## config.mk

```make
export PLATFORM = sky130hd
export DESIGN_NAME = ro_puf_bank
export DESIGN_NICKNAME = d
export VERILOG_FILES = /design/src/rtl/ro_puf_bank.sv
export SDC_FILE = /design/constraint.sdc
export NUM_CORES = 1
export LEC_CHECK = 0
export ABC_AREA = 1
export CORE_MARGIN = 1
export CORE_UTILIZATION = 42
export CTS_CLUSTER_SIZE = 30
export DETAILED_ROUTE_END_ITERATION = 7
export GPL_TIMING_DRIVEN = 0
export SYNTH_ARGS = -nofsm -noshare
export SYNTH_HDL_FRONTEND = slang
export SYNTH_SLANG_ARGS = --single-unit
```

## constraint.sdc

```tcl
create_clock -name clk -period 24.5 [get_ports clk]
set_input_delay 3.675 -clock clk [delete_from_list [all_inputs] [get_ports clk]]
set_output_delay 3.675 -clock clk [all_outputs]
set_load 0.01 [all_outputs]
```

## src/rtl/ro_puf_bank.sv

```systemverilog
// ro_puf_bank: a bank of emulated ring oscillators with an arbiter-style PUF readout.
// Every ring is stepped by its own clock-enable divider inside the single clk domain.
// A measurement FSM counts rising edges of two chosen rings over a fixed window and
// compares the two counts to produce a one-bit response.
module ro_puf_bank #(
    parameter int NUM_RO   = 16,
    parameter int STAGES   = 15,
    parameter int BASE_DIV = 10,
    parameter int DIV_STEP = 1,
    parameter int WINDOW   = 4096,
    parameter int CNT_W    = 16,
    parameter int SEL_W    = (NUM_RO > 1) ? $clog2(NUM_RO) : 1
) (
    input  logic              clk,
    input  logic              rst,
    input  logic              start,
    input  logic [SEL_W-1:0]  sel_a,
    input  logic [SEL_W-1:0]  sel_b,
    output logic              busy,
    output logic              done,
    output logic              response,
    output logic              tie,
    output logic              err,
    output logic [CNT_W-1:0]  count_a,
    output logic [CNT_W-1:0]  count_b,
    output logic [NUM_RO-1:0] ro_out
);

    localparam int DIV_MAX = BASE_DIV + (NUM_RO - 1) * DIV_STEP;
    localparam int DIV_W   = (DIV_MAX > 1) ? $clog2(DIV_MAX) : 1;
    localparam int WIN_W   = (WINDOW > 1) ? $clog2(WINDOW) : 1;
    localparam int NUM_CH  = 2 ** SEL_W;

    localparam logic [SEL_W:0]   NUM_RO_V = (SEL_W + 1)'(NUM_RO);
    localparam logic [CNT_W-1:0] CNT_MAX  = {CNT_W{1'b1}};

    // Alternating pattern with bit k = 1 for even k; it is a fixed point of a disabled ring.
    function automatic logic [STAGES-1:0] reset_pattern();
        logic [STAGES-1:0] p;
        for (int k = 0; k < STAGES; k++) p[k] = (k % 2 == 0);
        return p;
    endfunction

    localparam logic [STAGES-1:0] RESET_PAT = reset_pattern();

    typedef enum logic [2:0] {
        IDLE,
        LOAD,
        MEASURE,
        COMPARE,
        DONE
    } state_t;

    state_t            state_q, state_d;
    logic [SEL_W-1:0]  sel_a_q, sel_b_q;
    logic [WIN_W-1:0]  win_q;
    logic [NUM_CH-1:0] rise;
    logic              bad_sel;

    assign bad_sel = ({1'b0, sel_a} >= NUM_RO_V) || ({1'b0, sel_b} >= NUM_RO_V);
    assign busy    = (state_q != IDLE);
    assign done    = (state_q == DONE);

    // Channel array padded to a power of two so rise[] can be indexed by any select value.
    for (genvar i = 0; i < NUM_CH; i++) begin : g_ch
        if (i < NUM_RO) begin : g_ro
            localparam int DIV_I = BASE_DIV + i * DIV_STEP;

            logic [DIV_W-1:0]  div_q;
            logic [STAGES-1:0] ring_q;
            logic              step;
            logic              chosen;
            logic              en;

            assign step   = (div_q == DIV_W'(DIV_I - 1));
            assign chosen = (sel_a_q == SEL_W'(i)) || (sel_b_q == SEL_W'(i));
            assign en     = (state_q == MEASURE) && chosen;

            // A rising edge is a step where out is 0 now and the next out (~state[STAGES-2]) is 1.
            assign rise[i]   = step & ~ring_q[STAGES-1] & ~ring_q[STAGES-2];
            assign ro_out[i] = ring_q[STAGES-1];

            // Divider and ring state; the selected channels are re-seeded in LOAD.
            // NOTE: sequential state uses <= so every flop samples pre-edge values.
            always_ff @(posedge clk or posedge rst) begin
                if (rst) begin
                    div_q  <= '0;
                    ring_q <= RESET_PAT;
                end else if (state_q == LOAD && chosen) begin
                    div_q  <= '0;
                    ring_q <= RESET_PAT;
                end else if (step) begin
                    div_q  <= '0;
                    ring_q <= {~ring_q[STAGES-2:0], ~(en & ring_q[STAGES-1])};
                end else begin
                    div_q  <= div_q + DIV_W'(1);
                end
            end
        end else begin : g_pad
            assign rise[i] = 1'b0;
        end
    end

    // FSM state register.
    always_ff @(posedge clk or posedge rst) begin
        if (rst) state_q <= IDLE;
        else     state_q <= state_d;
    end

    // FSM next-state logic.
    // NOTE: state_d gets a default before the case so no path leaves it unassigned (no latch).
    always_comb begin
        state_d = state_q;
        case (state_q)
            IDLE:    if (start) state_d = bad_sel ? DONE : LOAD;
            LOAD:    state_d = MEASURE;
            MEASURE: if (win_q == WIN_W'(WINDOW - 1)) state_d = COMPARE;
            COMPARE: state_d = DONE;
            DONE:    state_d = IDLE;
            default: state_d = IDLE;
        endcase
    end

    // Challenge latch, window timer, edge counters and result registers.
    always_ff @(posedge clk or posedge rst) begin
        if (rst) begin
            sel_a_q  <= '0;
            sel_b_q  <= '0;
            win_q    <= '0;
            count_a  <= '0;
            count_b  <= '0;
            response <= 1'b0;
            tie      <= 1'b0;
            err      <= 1'b0;
        end else begin
            case (state_q)
                IDLE: begin
                    if (start) begin
                        sel_a_q <= sel_a;
                        sel_b_q <= sel_b;
                        err     <= bad_sel;
                        if (bad_sel) begin
                            response <= 1'b0;
                            tie      <= 1'b0;
                            count_a  <= '0;
                            count_b  <= '0;
                        end
                    end
                end
                LOAD: begin
                    win_q    <= '0;
                    count_a  <= '0;
                    count_b  <= '0;
                    response <= 1'b0;
                    tie      <= 1'b0;
                end
                MEASURE: begin
                    win_q <= win_q + WIN_W'(1);
                    if (rise[sel_a_q] && count_a != CNT_MAX) count_a <= count_a + CNT_W'(1);
                    if (rise[sel_b_q] && count_b != CNT_MAX) count_b <= count_b + CNT_W'(1);
                end
                COMPARE: begin
                    response <= (count_a > count_b);
                    tie      <= (count_a == count_b) || (sel_a_q == sel_b_q);
                end
                default: ;
            endcase
        end
    end

endmodule

```

# [Yosys cells after proc, flatten, opt, wreduce, memory -nomap -nowiden]
# Index checks and enable logic that the tools add are counted.
[word_totals] word_cells=388 input_bits=11 regBits=377 out_inout_bits=53
[op_classes] n_addsub=19 order_cmp=3 eq_ne=59 n_bitwise=112 n_reduce_logical=77 mux=78
[ops] cell="$mux W15" n=32
[ops] cell="$not A14 Y14" n=16
[ops] cell="$mux W5" n=32
[ops] cell="$add A5 B1 Y5 const B" n=16
[ops] cell="$eq A4 B4 Y1 const B" n=16
[ops] cell="$pmux W16 S2" n=2
[ops] cell="$and A1 B1 Y1" n=48
[ops] cell="$not A1 Y1" n=48
[ops] cell="$eq A5 B5 Y1 const B" n=9
[ops] cell="$reduce_bool A2 Y1" n=18
[ops] cell="$eq A5 B4 Y1 const B" n=7
[ops] cell="$logic_and A1 B1 Y1" n=34
[ops] cell="$add A16 B1 Y16 const B" n=2
[ops] cell="$eq A4 B3 Y1 const B" n=8
[ops] cell="$mux W16" n=2
[ops] cell="$ne A16 B16 Y1 const B" n=2
[ops] cell="$pmux W12 S2" n=1
[ops] cell="$logic_or A1 B1 Y1" n=17
[ops] cell="$eq A16 B16 Y1" n=1
[ops] cell="$eq A4 B2 Y1 const B" n=4
[ops] cell="$gt A16 B16 Y1" n=1
[ops] cell="$add A12 B1 Y12 const B" n=1
[ops] cell="$eq A12 B12 Y1 const B" n=1
[ops] cell="$pmux W3 S4" n=1
[ops] cell="other kinds (16)" n=29

# [Logic depth before layout (Yosys ltp)]
# Gate-level depths: netlist of run 1.
[depth] word_depth=8 depth_mapped=15 ltp_nobuf=14

# [Least setup slack after synthesis of run 1]
# No wires, ideal clock.
[synth_timing] path_kind="register to output" from="reg state_q[1]" to="out done" arrival_time_ns=0.732 setup_slack_ns=20.093 required_ns=20.825 n_path_buf=0 path_stages_with_launch=2 cell_sequence="dfrtp_1 > nor3_1"
[synth_between] elab_chain_len=1
[synth_rtl] item="from (decl)" line="54" source="state_t state_q, state_d;"
[synth_rtl] item="from (signal assigned)" line="107" source="else state_q <= state_d;"
[synth_rtl] item="$eq A3 B3 Y1" line="62" source="assign done = (state_q == DONE);"
[synth_rtl] item="to (decl)" line="20" source="output logic done,"
# Every way passes these cells.

# [Worst setup path after layout of run 1]
# Same ends and word-level chain as after synthesis.

==> results.cfg, run 1 <==
[worst_setup_path]
crit_end = done
cp.required_ns = 20.82
crit_type = reg2out
crit_buf_inv = 1
slowest_delay_ns = 0.59
worst-path-stages = 2
path_cells = nor3_1 > clkdlybuf4s50_1
r2r_end = g_ch[8].g_ro.ring_q[4]$_DFFE_PP1P_
start_kind = flop
critPathArrivalTime_ns = 1.89
endpoint_kind = output pin
crit_start = state_q[1]$_DFFE_PP0P_
r2r_setup_slack_ns = 22.09
slowest_stage = clkdlybuf4s50_1
reg2reg_depth = 7
critPathMaxFanout = 4
r2r_start = sel_b_q[0]$_DFFE_PP0P_
critPathTopFamily = buffers and inverters

[power_and_ir_drop]
ir_drop_mv = 0.0525
p_leak_uw = 0.0102
p_int_uw = 1720
power.switching_uw = 975
total_power_uw = 2700
pwr-share-comb_pct = 34.7
seqPwrFrac_pct = 41.7
power_frac_clock_pct = 23.6
power.density_mw_per_mm2 = 127
switching_share_pct = 36.2

[timing]
skew_ns = 0.0173
fin_setup_tns_ns = 0
fmax_mhz = 180
maxSlewHeadroom_pct = 34.5
rsz0062_at_grt = no
worst_slack_ns = 18.94
finalSetupViolations = 0
fin_crit_ns = 5.56
finalHoldViolCount = 0
period_share_pct = 22.7
slew_viol_final = 0
worst_pin_slew_ns = 0.983

[drt]
avgRoutedWirePerCell_um = 14.1
dr.pass1.iters = 5
vias_per_cell = 4.92
drcViolationCount = 0
drtIter0Drc = 871
ant_nets = 0
wl_um = 40600
vias = 14100

[clock_network]
htree_levels = 2
cts_tree = done
cts_num_sinks = 377
cts_buffer_depth = 3
cts_buffers = 43
clkTransAtPathRegs_ns = 0.06
clk_latency_ns = 0.56
postCtsSetupRepairBufs = 0
ctsRootBufferMaster = clkbuf_16
ctsHoldBuffers = 0
ctsResizeCount = 0

[cells_and_area]
nNetsFinal = 2308
final_layout_size_suffix_gt1_share_pct = 14.0
antenna_cells = 0
final_util_pct = 49.3
area_delta_synth_final_pct = 15.4

[placed_design]
place_ws_ns = 19.29
place_congestion = 0.869
dp_hpwl_um = 27700
portBuffers = 62

[grt]
grt_pass1_wl_um = 68300
grtUsageTotal_pct = 18.8
grt_pass1_vias = 13600
gr-total-overflow = 0
grt_max_degree = 109
grt_antenna_before_repair = 0

[synthesis]
yosys.cell_count.top_type = inv_1
synth_area_per_cell_um2 = 8.61
synth_top_area_share_pct = 33.8
yosysWarningCount = 0
netlist-cell-type-count = 47
yosys_register_bits = 377
postSynthCellCount = 2140
synth_edf_count = 0
synth.area.top_cells = dfrtp_1 (34%), dfstp_2 (18%), inv_1 (8.3%)
synth_fp_nets = 2198
synthTopCellsByCount = inv_1 (406), nor2_1 (312), dfrtp_1 (249), nand2_1 (227), o21ai_0 (172)
synthFlopType = dfrtp_1
synth.yosys.seq_area_share_pct = 52.0
synthesis.area_mm2 = 0.0184
yosysTopAreaCell = dfrtp_1
async_reset_ff_share_pct = 100

[floorplanning]
dieArea_mm2 = 0.0447
ioPinCount = 64
rows = 76
die_x_um = 211
start_util_pct = 42.7
core_area_mm2 = 0.0432
chipHeight_um = 211

[outcome]
status = finished, final reports clean

[min_path]
min_delay_path_depth = 1
min_path_type = reg2reg

[flow_run]
maxCapViolCount = 0
## metrics by stage
step / std cells / instance area, um2 / hold WS (ns)
floorplan: 2140 / 18400 / 0.400
global placement: 2787 / 19800 / 0.411
detailed placement: 2790 / 19900 / 0.415
CTS: 2868 / 21300 / 0.422
global route: 2868 / 21300 / 0.441
finish: 2868 / 21300 / 0.419
## cell families after synthesis
logic type	count (synthesis)	share of synthesized area, %
simple gates	737	17.3
flops	377	52.1
buf+inv	493	11.1
xor+xnor	69	3.28
compound gates	416	13.1
fa+ha+maj	47	3.19
other cells	1	0.0203
## sequential cells by signal (all words and copies together) (netlist names), 3 cells and up
name,count
count_a,16
count_b,16
g_ch.g_ro.div_q,80
g_ch.g_ro.ring_q,240
sel_a_q,4
sel_b_q,4
state_q,3
win_q,12
## power groups by stage
stage / Sequential (uW) / Combinational [uW] / Clock (uW)
after floorplan: 1100 / 716 / 0
after global placement: 1130 / 914 / 0
after detailed placement: 1130 / 942 / 0
after CTS: 1130 / 948 / 656
after global routing: 1160 / 1080 / 680
final: 1120 / 936 / 636
## final cells by class
| type | instances | area [um2] |
|---|---|---|
| tap | 585 | 732 |
| inverter | 419 | 1580 |
| timing repair buffer | 65 | 703 |
| buffer | 74 | 464 |
| sequential | 377 | 9590 |
| fill | 4175 | 21900 |
| clock inverter | 11 | 114 |
| clock buffer | 67 | 1290 |
| multi-input combinational | 1270 | 6800 |
## placed cells by master, fill, tap and decap left out, types with 11 or more instances in the layout
master / n
clkdlybuf4s50_1: 62
o21ai_0: 172
buf_2: 20
clkbuf_1: 35
inv_2: 11
nand4_1: 18
nand3_1: 109
nand2_1: 227
a21oi_1: 103
xor2_1: 48
nor2_1: 312
buf_4: 23
xnor2_1: 21
nor3_1: 15
a41oi_1: 14
dfrtp_1: 249
nand2_2: 18
clkbuf_16: 45
inv_1: 405
ha_1: 47
a31oi_1: 82
dfstp_2: 128
nor2_2: 12
## worst min-delay path by stage
| stage | from | end |
|---|---|---|
| after global routing | g_ch[6].g_ro.ring_q[7]$_DFFE_PP0P_ | g_ch[6].g_ro.ring_q[8]$_DFFE_PP1P_ |
| after CTS | g_ch[6].g_ro.ring_q[7]$_DFFE_PP0P_ | g_ch[6].g_ro.ring_q[8]$_DFFE_PP1P_ |
| after floorplan | g_ch[14].g_ro.ring_q[9]$_DFFE_PP0P_ | g_ch[14].g_ro.ring_q[10]$_DFFE_PP1P_ |
| final | g_ch[6].g_ro.ring_q[9]$_DFFE_PP0P_ | g_ch[6].g_ro.ring_q[10]$_DFFE_PP1P_ |
| after global placement | g_ch[6].g_ro.ring_q[11]$_DFFE_PP0P_ | g_ch[6].g_ro.ring_q[12]$_DFFE_PP1P_ |
| after detailed placement | g_ch[14].g_ro.ring_q[3]$_DFFE_PP0P_ | g_ch[14].g_ro.ring_q[4]$_DFFE_PP1P_ |
## routing by layer
metal	vias to the layer above	part of all wire, %	global-route usage [%]
met5	-	0	0
met4	0	1.5	4.20
met3	46	4.5	3.49
met2	230	47	30.3
met1	6805	47	26.3
li1	7018	-	-
Note: power is estimated with default switching activity, not from simulation.
==> run 2, diff against run 1 <==
==> constraint.sdc (replaced) <==
create_clock -name clk -period 5.8 [get_ports clk]
set_input_delay 0.87 -clock clk [delete_from_list [all_inputs] [get_ports clk]]
set_output_delay 0.87 -clock clk [all_outputs]
set_load 0.01 [all_outputs]
==> run 2 against run 1 <==
Final cell count is 0.28% higher. Largest cell class unchanged. Sequential power increased to 4.2 times the previous value. Largest power group unchanged. Sequential cell count is the same.
==> results.cfg, run 2 (synthesized netlist as in run 1, its figures left out) <==
[outcome]
status = finished, final reports clean

[power_and_ir_drop]
ir_drop_mv = 0.283
power.density_mw_per_mm2 = 533
seqPwrFrac_pct = 41.7
power_frac_clock_pct = 23.4
total_power_uw = 11400
power.switching_uw = 4130
pwr-share-comb_pct = 35.0
p_leak_uw = 0.0103
switching_share_pct = 36.3
p_int_uw = 7260

[clock_network]
cts_buffer_depth = 3
ctsHoldBuffers = 0
cts_tree = done
ctsResizeCount = 0
ctsRootBufferMaster = clkbuf_16
htree_levels = 2
cts_buffers = 43
clkTransAtPathRegs_ns = 0.06
clk_latency_ns = 0.56
cts_num_sinks = 377
postCtsSetupRepairBufs = 0

[worst_setup_path]
crit_start = state_q[1]$_DFFE_PP0P_
start_kind = flop
r2r_start = sel_b_q[0]$_DFFE_PP0P_
cp.required_ns = 4.93
crit_type = reg2out
critPathArrivalTime_ns = 1.86
endpoint_kind = output pin
critPathMaxFanout = 4

[placed_design]
place_congestion = 0.889
place_ws_ns = 3.26
portBuffers = 62
post_dp_cell_area_mm2 = 0.0200
dp_hpwl_um = 28600
place_inst = 2797

[cells_and_area]
area_delta_synth_final_pct = 16.0
layout_commonest_cell = inv_1
regMostFlops = g_ch.g_ro.ring_q
antenna_cells = 0
largest_reg_flops = 240
final_layout_size_suffix_gt1_share_pct = 14.2
final_cells = 2876
nNetsFinal = 2315
layout_common_cells = inv_1 (405), nor2_1 (312), dfrtp_1 (249)
reg_top3 = g_ch.g_ro.ring_q: 240 flops, g_ch.g_ro.div_q: 80 flops
stdcell_area_mm2 = 0.0214
fillers = 4160

[timing]
hold_slack_ns = 0.418
worst_pin_slew_ns = 0.930
fmax_mhz = 367
rsz0062_at_grt = no
maxSlewHeadroom_pct = 38.0
skew_ns = 0.0157
fin_crit_ns = 2.73
finalSetupViolations = 0
period_share_pct = 47.0
finalHoldViolCount = 0
worst_slack_ns = 3.07
slew_viol_final = 0

[grt]
grt_pass1_wl_um = 68500
grt_most_used_layer = met2
use_met3_pct = 2.43
gr-total-overflow = 0
grt_max_degree = 43
grt.met2_usage_pct = 30.4
grtUsageTotal_pct = 18.8
grt_antenna_before_repair = 0
grt_pass1_vias = 13600
met1_usage_pct = 26.5

[floorplanning]
dieArea_mm2 = 0.0447
ioPinCount = 64
start_util_pct = 42.7
core_area_mm2 = 0.0432
die_x_um = 211
chipHeight_um = 211
rows = 76

[min_path]
hold_start = g_ch[6].g_ro.ring_q[11]$_DFFE_PP0P_
min_path_type = reg2reg

[drt]
avgRoutedWirePerCell_um = 14.2
vias_per_cell = 4.92
vias = 14200
wl_um = 40700
drtIter0Drc = 843
drcViolationCount = 0
dr.pass1.iters = 5
ant_nets = 0

[flow_run]
maxCapViolCount = 0
run 2: cell count changes in the layout (fill, tap and decap cells not counted), sizes merged:
| cell | before | now |
|---|---|---|
| inv | 418 | 416 |
| clkinv | 8 | 6 |
| bufinv | 2 | 1 |
| clkbuf | 88 | 92 |
| clkinvlp | 2 | 4 |
| buf | 56 | 63 |
run 2: critical path, stage by stage, from the launching register on:
cell	delay, ns
dfrtp_1	0.43
nor3_1	0.28
clkdlybuf4s50_1	0.59
run 2: path summary, 6_finish.rpt:
| kind | end | slack, ns | cells after the start |
|---|---|---|---|
| max | done | 3.07 | 2 |
| min | g_ch[6].g_ro.ring_q[12]$_DFFE_PP1P_ | 0.42 | 1 |
| max reg2reg | g_ch[8].g_ro.ring_q[5]$_DFFE_PP0P_ | 3.41 | 7 |
| min reg2reg | g_ch[6].g_ro.ring_q[12]$_DFFE_PP1P_ | 0.42 | 1 |
| max in group asynchronous | g_ch[0].g_ro.ring_q[14]$_DFFE_PP1P_ | 3.91 | 5 |
| min in group asynchronous | g_ch[11].g_ro.ring_q[11]$_DFFE_PP0P_ | 0.71 | 2 |
run 2: power groups by stage:
stage	combinational [uW]	clock, uW	sequential, uW
4_1_cts	4030	2740	4750
2_1_floorplan	3030	0	4630
3_3_place_gp	3860	0	4760
3_5_place_dp	4010	0	4780
5_1_grt	4590	2840	4890
6_report	3980	2660	4750
run 2: stage by stage:
step / utilization [%] / TNS (ns)
5_1_grt: 49.5 / 0
2_1_floorplan: - / -7.36
3_5_place_dp: 46.3 / 0
6_report: 49.5 / 0
3_3_place_gp: 45.8 / -753.19
4_1_cts: 49.5 / 0
run 2: area by class of cell:
type / instances / area [um2] / share of cell area, %
Sequential cell: 377 / 9590 / 44.9
Multi-Input combinational cell: 1270 / 6800 / 31.8
Inverter: 419 / 1580 / 7.37
Clock buffer: 71 / 1320 / 6.19
Timing Repair Buffer: 72 / 821 / 3.84
Tap cell: 585 / 732 / 3.42
Buffer: 74 / 464 / 2.17
Clock inverter: 8 / 72.6 / 0.339
run 2: routing by layer:
| metal | wire (um) | part of all wire [%] |
|---|---|---|
| met5 | 0 | 0 |
| met4 | 752 | 1.8 |
| met3 | 1530 | 3.7 |
| met2 | 19000 | 47 |
| met1 | 19400 | 48 |
